<file path="config.mk">
export PLATFORM = sky130hd
export DESIGN_NAME = spi_master_core_flat
export DESIGN_NICKNAME = d
export VERILOG_FILES = /design/src/rtl/spi_master_core_if.sv /design/src/rtl/spi_master_core.sv /design/src/flat_wrapper.sv
export SDC_FILE = /design/constraint.sdc
export NUM_CORES = 1
export LEC_CHECK = 0
export BUFFER_PORTS_ARGS = -buffer_cell sky130_fd_sc_hd__buf_2
export CAP_MARGIN = 0
export CORE_ASPECT_RATIO = 1.1
export CORE_MARGIN = 10
export CORE_UTILIZATION = 63
export CTS_CLUSTER_SIZE = 8
export DETAILED_ROUTE_END_ITERATION = 8
export HOLD_SLACK_MARGIN = 0.02
export PLACE_DENSITY_LB_ADDON = 0.08
export SLEW_MARGIN = 20
export SYNTH_ARGS = -nofsm -noshare
export SYNTH_HDL_FRONTEND = slang
export SYNTH_SLANG_ARGS = --single-unit
</file>
<file path="constraint.sdc">
create_clock -name clk -period 3.2 [get_ports clk]
set_input_delay 0.32 -clock clk [delete_from_list [all_inputs] [get_ports clk]]
set_output_delay 0.32 -clock clk [all_outputs]
set_load 0.005 [all_outputs]
</file>
<file path="src/rtl/spi_master_core_if.sv">
// Bus-side strobes and data exchanged between the Wishbone front end and the SPI shift engine.
interface spi_master_core_if;
    localparam int unsigned DOUT_W = 11;
    localparam int unsigned DIN_W  = 9;

    logic [DOUT_W-1:0] dout;
    logic              cmd;
    logic              wr;
    logic              rd;
    logic [DIN_W-1:0]  din;
    logic              ack;

    modport master (output dout, cmd, wr, rd, input din, ack);
    modport slave  (input dout, cmd, wr, rd, output din, ack);
endinterface

</file>
<file path="src/rtl/spi_master_core.sv">
// SPI byte shift engine with programmable SCLK divider, CPOL/CPHA and chip-select hold.
// Optional SPI_LSB_FIRST_EN: cmd dout[10] selects LSB-first shifting.
module spi_master_core #(
    parameter int unsigned      DIV_W       = 8,
    parameter logic [DIV_W-1:0] DEFAULT_DIV = DIV_W'(4)
) (
    input  logic             clk,
    input  logic             rst,
    spi_master_core_if.slave bus,
    output logic             spi_sclk,
    output logic             spi_mosi,
    input  logic             spi_miso,
    output logic             spi_cs_n
);
    localparam int unsigned BYTE_W = 8;
    localparam int unsigned BIT_W  = 4;
    localparam int unsigned EDGE_W = 5;
    localparam logic [BIT_W-1:0]  NBITS     = BIT_W'(8);
    localparam logic [EDGE_W-1:0] LAST_EDGE = EDGE_W'(15);

    typedef enum logic [1:0] {IDLE, SETUP, SHIFT, HOLD} state_t;

    state_t              state, state_nxt;
    logic [DIV_W-1:0]    div, div_nxt, cnt, cnt_nxt;
    logic                cpol, cpol_nxt, cpha, cpha_nxt, lsb;
    logic [BYTE_W-1:0]   tx, tx_nxt, rx_sh, rx_sh_nxt, rx_byte, rx_byte_nxt;
    logic [BIT_W-1:0]    bit_cnt, bit_cnt_nxt;
    logic [EDGE_W-1:0]   edge_cnt, edge_cnt_nxt;
    logic                keep, keep_nxt, rx_valid, rx_valid_nxt;
    logic                rd_pend, ack, ack_nxt;
    logic                sclk_nxt, mosi_nxt, cs_n_nxt;
    logic                cfg_load, half_done, sample;

    assign bus.ack = ack;
    assign bus.din = {rx_valid, rx_byte};

`ifdef SPI_LSB_FIRST_EN
    always_ff @(posedge clk or posedge rst) begin
        if (rst)           lsb <= 1'b0;
        else if (cfg_load) lsb <= bus.dout[10];
    end
`else
    logic unused_lsb_sel;
    assign lsb            = 1'b0;
    assign unused_lsb_sel = bus.dout[10];
`endif

    // Next-state and next-output logic
    always_comb begin
        state_nxt    = state;
        div_nxt      = div;
        cnt_nxt      = cnt;
        cpol_nxt     = cpol;
        cpha_nxt     = cpha;
        tx_nxt       = tx;
        rx_sh_nxt    = rx_sh;
        rx_byte_nxt  = rx_byte;
        bit_cnt_nxt  = bit_cnt;
        edge_cnt_nxt = edge_cnt;
        keep_nxt     = keep;
        rx_valid_nxt = rx_valid;
        sclk_nxt     = spi_sclk;
        mosi_nxt     = spi_mosi;
        cs_n_nxt     = spi_cs_n;
        ack_nxt      = bus.rd;
        cfg_load     = 1'b0;
        half_done    = (cnt == div);
        // leading edges are the odd ones (edge_cnt even before the edge)
        sample       = (~edge_cnt[0]) ^ cpha;

        // Read clear lands one cycle after its ack; a completing byte overrides it below
        if (rd_pend) rx_valid_nxt = 1'b0;

        unique case (state)
            IDLE: begin
                if (bus.cmd) begin
                    cfg_load = 1'b1;
                    div_nxt  = bus.dout[DIV_W-1:0];
                    cpol_nxt = bus.dout[8];
                    cpha_nxt = bus.dout[9];
                    sclk_nxt = bus.dout[8];
                    cs_n_nxt = 1'b1;
                    ack_nxt  = 1'b1;
                end else if (bus.wr) begin
                    tx_nxt       = bus.dout[7:0];
                    keep_nxt     = bus.dout[8];
                    cs_n_nxt     = 1'b0;
                    sclk_nxt     = cpol;
                    mosi_nxt     = lsb ? bus.dout[0] : bus.dout[7];
                    cnt_nxt      = '0;
                    bit_cnt_nxt  = '0;
                    edge_cnt_nxt = '0;
                    state_nxt    = SETUP;
                end
            end
            SETUP: begin
                if (half_done) begin
                    cnt_nxt   = '0;
                    state_nxt = SHIFT;
                end else begin
                    cnt_nxt = cnt + DIV_W'(1);
                end
            end
            SHIFT: begin
                if (half_done) begin
                    cnt_nxt      = '0;
                    sclk_nxt     = ~spi_sclk;
                    edge_cnt_nxt = edge_cnt + EDGE_W'(1);
                    if (sample) begin
                        rx_sh_nxt   = lsb ? {spi_miso, rx_sh[7:1]} : {rx_sh[6:0], spi_miso};
                        bit_cnt_nxt = bit_cnt + BIT_W'(1);
                    end else if (bit_cnt < NBITS) begin
                        mosi_nxt = lsb ? tx[bit_cnt[2:0]] : tx[~bit_cnt[2:0]];
                    end
                    if (edge_cnt == LAST_EDGE) begin
                        sclk_nxt = cpol;
                        if (keep) begin
                            rx_byte_nxt  = rx_sh_nxt;
                            rx_valid_nxt = 1'b1;
                            ack_nxt      = 1'b1;
                            state_nxt    = IDLE;
                        end else begin
                            state_nxt = HOLD;
                        end
                    end
                end else begin
                    cnt_nxt = cnt + DIV_W'(1);
                end
            end
            HOLD: begin
                if (half_done) begin
                    cnt_nxt      = '0;
                    cs_n_nxt     = 1'b1;
                    rx_byte_nxt  = rx_sh;
                    rx_valid_nxt = 1'b1;
                    ack_nxt      = 1'b1;
                    state_nxt    = IDLE;
                end else begin
                    cnt_nxt = cnt + DIV_W'(1);
                end
            end
        endcase
    end

    always_ff @(posedge clk or posedge rst) begin
        if (rst) begin
            state    <= IDLE;
            div      <= DEFAULT_DIV;
            cnt      <= '0;
            cpol     <= 1'b0;
            cpha     <= 1'b0;
            tx       <= '0;
            rx_sh    <= '0;
            rx_byte  <= '0;
            bit_cnt  <= '0;
            edge_cnt <= '0;
            keep     <= 1'b0;
            rx_valid <= 1'b0;
            rd_pend  <= 1'b0;
            ack      <= 1'b0;
            spi_sclk <= 1'b0;
            spi_mosi <= 1'b0;
            spi_cs_n <= 1'b1;
        end else begin
            state    <= state_nxt;
            div      <= div_nxt;
            cnt      <= cnt_nxt;
            cpol     <= cpol_nxt;
            cpha     <= cpha_nxt;
            tx       <= tx_nxt;
            rx_sh    <= rx_sh_nxt;
            rx_byte  <= rx_byte_nxt;
            bit_cnt  <= bit_cnt_nxt;
            edge_cnt <= edge_cnt_nxt;
            keep     <= keep_nxt;
            rx_valid <= rx_valid_nxt;
            rd_pend  <= bus.rd;
            ack      <= ack_nxt;
            spi_sclk <= sclk_nxt;
            spi_mosi <= mosi_nxt;
            spi_cs_n <= cs_n_nxt;
        end
    end
endmodule

</file>
<file path="src/flat_wrapper.sv">
// flat-port wrapper written by rule: the top's interface ports become plain ports
module spi_master_core_flat 
#(
    parameter int unsigned      DIV_W       = 8,
    parameter logic [DIV_W-1:0] DEFAULT_DIV = DIV_W'(4)
)
  (clk, rst, spi_sclk, spi_mosi, spi_miso, spi_cs_n, bus_dout, bus_cmd, bus_wr, bus_rd, bus_din, bus_ack);
  spi_master_core_if bus_i ();
  input  logic clk;
  input  logic rst;
  output logic spi_sclk;
  output logic spi_mosi;
  input  logic spi_miso;
  output logic spi_cs_n;
  input wire logic [$bits(bus_i.dout)-1:0] bus_dout;
  input wire logic [$bits(bus_i.cmd)-1:0] bus_cmd;
  input wire logic [$bits(bus_i.wr)-1:0] bus_wr;
  input wire logic [$bits(bus_i.rd)-1:0] bus_rd;
  output wire logic [$bits(bus_i.din)-1:0] bus_din;
  output wire logic [$bits(bus_i.ack)-1:0] bus_ack;
  assign bus_i.dout = bus_dout;
  assign bus_i.cmd = bus_cmd;
  assign bus_i.wr = bus_wr;
  assign bus_i.rd = bus_rd;
  assign bus_din = bus_i.din;
  assign bus_ack = bus_i.ack;
  spi_master_core #(.DIV_W(DIV_W), .DEFAULT_DIV(DEFAULT_DIV)) u_core (.clk(clk), .rst(rst), .bus(bus_i), .spi_sclk(spi_sclk), .spi_mosi(spi_mosi), .spi_miso(spi_miso), .spi_cs_n(spi_cs_n));
endmodule
</file>
==> impl_metrics.tcl, run 1 <==
set metrics [dict create \
    synth_area_mm2 0.00305 \
    layout-area-overhead-vs-synth_pct 14.2 \
    avgSynthCellArea_um2 11.6 \
    ctsResizeCount 0 \
    place_area_mm2 0.00327 \
    die_h_um 93.0 \
    overflow 0 \
    grt_max_degree 40 \
    crit_arrival_ns 2.60 \
    ys_ff_latch 60 \
    core_area_mm2 0.00465 \
    yosysWarningCount 0 \
    hpwl_um 4380 \
    min_period_ns 2.37 \
    final_area_mm2 0.00348 \
    ys.flop_type "dfrtp_1" \
    tns_ns 0 \
    cts_tree "done" \
    hold_path_class "primary input to async pin" \
    powerDensity_mw_per_mm2 444 \
    wl_um 6320 \
    setup_viol_count_final 0 \
    drv_slew 0 \
    track_usage_pct 16.1 \
    die_area_mm2 0.00803 \
    grt_pass1_vias 2218 \
    routabilityCongestion 0.800 \
    worstPathRequired_ns 3.43 \
    post_cts_buffers 0 \
    cts_buffers 9 \
    start_util_pct 65.6 \
    hold_slack_ns 0.124 \
    antenna_found_initial 0 \
    synth_top_cells_by_count "dfrtp_1 (58), mux2_2 (47), nand2_1 (17), o21ai_0 (16), nor2_1 (13)" \
    clkSinkCount 60 \
    peakVddDrop_mv 0.373 \
    max_freq_mhz 421 \
    detail-route-antenna-nets 0 \
    first_iter_violations 161 \
    port_buffers 28 \
    layout-drive-gt1-share_pct 34.9 \
    die_w_um 86.3 \
    ioPinCount 30 \
    synth-async-reset-ratio_pct 100 \
    cts-root-buf "clkbuf_8" \
    row_count 26 \
    setup_ws_ns 0.828 \
    fin_skew_ns 0.00749 \
    synth-seq-area-share_pct 49.3 \
    drc 0 \
    dp_slack_ns 0.849 \
    leakagePower_uw 0.00173 \
    fin_crit_sh_pct 74.1 \
    drv_cap 0 \
    viasPerCell 6.04 \
    final_nets 325 \
    worstSetupEndpointType "register" \
    synth.top_cell.area_share_pct 47.6 \
    status "finished clean" \
    cp-start-kind "register" \
    wl_per_cell_um 17.6 \
    synth.distinct_cells 42 \
    grt_pass1_wl_um 10500 \
    route.vias.total 2175 \
    critPathKind "register to register" \
    fill_cells 327 \
    path_clk_slew_ns 0.07 \
    crit_fanout 20 \
    syn_nets 288 \
    hold_buffers 0 \
    tightest_slew_ns 0.808 \
    synth-edff-count 0 \
    syn-instance-count 262 \
    hold_violations 0 \
    yosysMostFrequentCell "dfrtp_1" \
    slew-limit-headroom_pct 46.0 \
    post-route-util_pct 74.9 \
    worstSkewPairLatency_ns 0.34 \
    rsz0062_at_grt "no" \
    drt_pass1_iterations 4 \
    clockBufferDepth 2 \
    antenna_cells 0 \
    synth.top_cells.by_area "dfrtp_1 (48%), mux2_2 (17%), ha_1 (3.7%), o21ai_0 (2.6%), xor2_1 (2.3%)" \
    htreeDepth 3 \
    synth_top_area_cell "dfrtp_1" \
]
metrics by stage:
step | cells | total power (µW)
after floorplan | 262 | 794
after CTS | 360 | 1550
after global routing | 360 | 1590
after detailed placement | 344 | 814
after global placement | 344 | 813
final | 360 | 1550
cells by family (layout without fill, tap and decap cells):
group                    Yosys count  after routing  share of synthesized area [%]
AO/OA/AOI/OAI                     53             53                           11.3
XOR/XNOR                          10             10                           2.87
adder cells (fa/ha/maj)            9              9                           3.69
buffers and inverters             18             60                           2.46
flip-flops                        60             60                           49.3
multiplexers                      53             53                           20.1
AND/OR/NAND/NOR                   59             59                           10.3
flip-flops by register name, indices dropped and copies added, names as in the netlist:
signal,flops
u_core.rx_valid,1
u_core.edge_cnt,5
u_core.cpol,1
u_core.cnt,8
u_core.state,2
u_core.rx_sh,8
u_core.spi_mosi,1
u_core.div,8
u_core.bus.ack,1
u_core.keep,1
u_core.cpha,1
u_core.tx,8
u_core.spi_cs_n,1
u_core.bit_cnt,4
u_core.rd_pend,1
u_core.spi_sclk,1
u_core.rx_byte,8
cell type report:
type	count	area, µm²	area share, %
Sequential cell	60	1500	43.2
Multi-Input combinational cell	184	1470	42.2
Timing Repair Buffer	34	185	5.31
Clock buffer	10	128	3.66
Clock inverter	6	88.8	2.55
Tap cell	56	70.1	2.01
Inverter	10	37.5	1.08
per-layer routing:
| metal | part of all wire [%] | vias up | track usage (%) |
|---|---|---|---|
| li1 | - | 1030 | - |
| met1 | 44 | 1060 | 20.2 |
| met2 | 49 | 75 | 25.3 |
| met3 | 5.7 | 10 | 4.34 |
| met4 | 1.7 | 0 | 7.16 |
| met5 | 0 | - | 0 |
layout by cell type (no fill, tap or decap), types with 4 or more instances in the layout:
cell,instances
dfrtp_1,58
mux2_2,47
buf_2,28
nand2_1,17
o21ai_0,16
nor2_1,13
inv_1,9
ha_1,9
clkbuf_8,9
xor2_1,8
nand3_1,8
a21oi_1,8
o31ai_1,7
buf_4,6
mux2i_1,4
a22o_1,4
and3_1,4
report_power, final:
group	internal, µW	switching [µW]	total [µW]
Combinational	12.2	24.0	36.1
Clock	438	312	750
Sequential	761	1.13	762
Total	1210	337	1550
critical path, cell delays in order (launching register included):
cell     delay (ns)
dfrtp_1        0.45
inv_1          0.13
ha_1           0.64
nand3_1        0.18
a21oi_2        0.46
mux2_2         0.40
final timing paths:
| path | start | to | slack, ns | cells after the start |
|---|---|---|---|---|
| worst max-delay path | u_core.state[0] | u_core.rx_byte[7] | 0.83 | 5 |
| worst min-delay path | rst | u_core.div[1] | 0.12 | 2 |
| worst max register to register | u_core.state[0] | u_core.rx_byte[7] | 0.83 | 5 |
| worst min register to register | u_core.rd_pend | u_core.rx_valid | 0.43 | 1 |
| max in group asynchronous | rst | u_core.div[2] | 2.24 | 3 |
| min in group clk | bus_rd | u_core.rd_pend | 0.13 | 1 |
(Power assumes the default switching activity.)
==> run 2, diff against run 1 <==
--- a/config.mk
+++ b/config.mk
@@ -9,7 +9,7 @@
 export CAP_MARGIN = 0
 export CORE_ASPECT_RATIO = 1.1
 export CORE_MARGIN = 10
-export CORE_UTILIZATION = 63
+export CORE_UTILIZATION = 59
 export CTS_CLUSTER_SIZE = 8
 export DETAILED_ROUTE_END_ITERATION = 8
 export HOLD_SLACK_MARGIN = 0.02
==> constraint.sdc (replaced) <==
create_clock -name clk -period 2.3 [get_ports clk]
set_input_delay 0.23 -clock clk [delete_from_list [all_inputs] [get_ports clk]]
set_output_delay 0.23 -clock clk [all_outputs]
set_load 0.005 [all_outputs]
==> impl_metrics.tcl, run 2 (same netlist as run 1, synthesis figures left out) <==
set metrics [dict create \
    layout_common_cells "dfrtp_1 (58), mux2_2 (47), buf_2 (28)" \
    start_util_pct 61.0 \
    fin_crit_sh_pct 92.8 \
    track_usage_pct 15.9 \
    min_period_ns 2.14 \
    powerDensity_mw_per_mm2 599 \
    worstPathRequired_ns 2.55 \
    worstHoldPathCells 1 \
    crit_fanout 9 \
    critPathMaxStageDelay_ns 0.56 \
    overflow 0 \
    multi_input_area_mm2 0.00147 \
    slew-limit-headroom_pct 49.2 \
    layout-drive-gt1-share_pct 36.7 \
    drv_slew 0 \
    ctsResizeCount 0 \
    r2r_end "u_core.edge_cnt[3]" \
    crit_chain "xor2_1 -> nor4_2 -> buf_4 -> a31oi_1 -> or4_1 -> a21oi_1" \
    place_inst 354 \
    drc 0 \
    tns_ns 0 \
    regToRegSetupSlack_ns 0.16 \
    wl_um 6330 \
    seq_area_mm2 0.00150 \
    fin_skew_ns 0.00816 \
    layout_commonest_cell "dfrtp_1" \
    final_nets 334 \
    stdcell_count 371 \
    leakagePower_uw 0.00178 \
    detail-route-antenna-nets 0 \
    setup_viol_count_final 0 \
    crit_arrival_ns 2.39 \
    die_w_um 88.6 \
    port_buffers 28 \
    grt_pass1_vias 2181 \
    first_iter_violations 85 \
    htreeDepth 3 \
    grt_max_degree 61 \
    row_count 27 \
    tightest_slew_ns 0.762 \
    cts-root-buf "clkbuf_8" \
    dp_slack_ns 0.182 \
    cts_buffers 9 \
    die_area_mm2 0.00845 \
    drv_cap 0 \
    worst_path_max_delay_cell "or4_1" \
    grt_pass1_wl_um 10400 \
    peakVddDrop_mv 0.520 \
    clockBufferDepth 2 \
    worstSetupEndpointType "register" \
    wl_per_cell_um 17.1 \
    ioPinCount 30 \
    layout-area-overhead-vs-synth_pct 17.2 \
    antenna_found_initial 0 \
    critPathKind "register to register" \
    cp-start-kind "register" \
    setup_ws_ns 0.165 \
    routabilityCongestion 0.846 \
    clkSinkCount 60 \
    hold_violations 0 \
    cts_tree "done" \
    min_from "bus_rd" \
    hpwl_um 4430 \
    route.vias.total 2166 \
    hold_slack_ns 0.0605 \
    fin_total_pwr_uw 2140 \
    hold_path_class "primary input to register" \
    core_area_mm2 0.00500 \
    drt_pass1_iterations 4 \
    max_freq_mhz 468 \
    worstHoldEndpoint "u_core.rd_pend" \
    fill_cells 365 \
    worstSkewPairLatency_ns 0.33 \
    viasPerCell 5.84 \
    antenna_cells 0 \
    rr_worst_depth 6 \
    rsz0062_at_grt "no" \
    status "finished clean" \
    die_h_um 95.4 \
    timing.rr.start "u_core.cnt[6]" \
    path_clk_slew_ns 0.07 \
]
==> run 2: changes by cell type in the layout (fill, tap and decap cells not counted) <==
cell / delta
clkinvlp_4: -1
clkbuf_8: +4
bufinv_16: -1
clkinv_4: -1
buf_12: +1
buf_4: +7
clkbuf_1: -1
dlygate4sd3_1: +1
==> run 2: worst max path at each step <==
| stage | from | endpoint |
|---|---|---|
| floorplan | u_core.edge_cnt[0] | u_core.rx_byte[0] |
| global placement | u_core.cnt[6] | u_core.edge_cnt[3] |
| detailed placement | u_core.cnt[6] | u_core.edge_cnt[3] |
| CTS | u_core.cnt[6] | u_core.edge_cnt[3] |
| global route | u_core.state[0] | u_core.spi_mosi |
| finish | u_core.cnt[6] | u_core.edge_cnt[3] |
==> run 2: through the flow <==
step | utilization (%) | instance area [µm²]
3_5_place_dp | 66.9 | 3340
6_report | 71.5 | 3570
2_1_floorplan | - | 3050
4_1_cts | 71.5 | 3570
5_1_grt | 71.5 | 3570
3_3_place_gp | 66.9 | 3340
==> run 2: worst max-delay path, delay by kind of cell (launching register included) <==
| kind | cells | cell delay (ns) |
|---|---|---|
| xor+xnor | 1 | 0.17 |
| compound gates | 2 | 0.44 |
| flops | 1 | 0.43 |
| buf+inv | 1 | 0.19 |
| simple gates | 2 | 0.83 |
==> run 2: timing repair <==
item | 4_1_cts | 5_1_grt
hold buffers | 1 | 0
endpoints found under the hold margin | 58 | 0
buffers inserted | 0 | 0
==> run 2: area by class of cell <==
cell class | instances | share of cell area, %
clock buffers | 13 | 5.01
clock inverters | 3 | 1.19
inverters | 10 | 1.05
multi-input cells | 184 | 41.2
flip-flops and latches | 60 | 42.1
well taps | 58 | 2.03
repair buffers | 43 | 7.49
==> run 2: metal layers <==
layer | part of all wire [%] | GRT usage, % | up-vias
met2 | 48 | 25.1 | 35
met1 | 47 | 20.4 | 1068
met4 | 1.6 | 7.68 | 0
met3 | 3.3 | 3.41 | 8
met5 | 0 | 0 | -
li1 | - | - | 1055
==> run 2: report_power, final <==
| part | total (µW) | internal [µW] | switching (µW) |
|---|---|---|---|
| sequential | 1060 | 1060 | 1.94 |
| clock | 1030 | 617 | 408 |
| combinational | 54.1 | 20.5 | 33.6 |
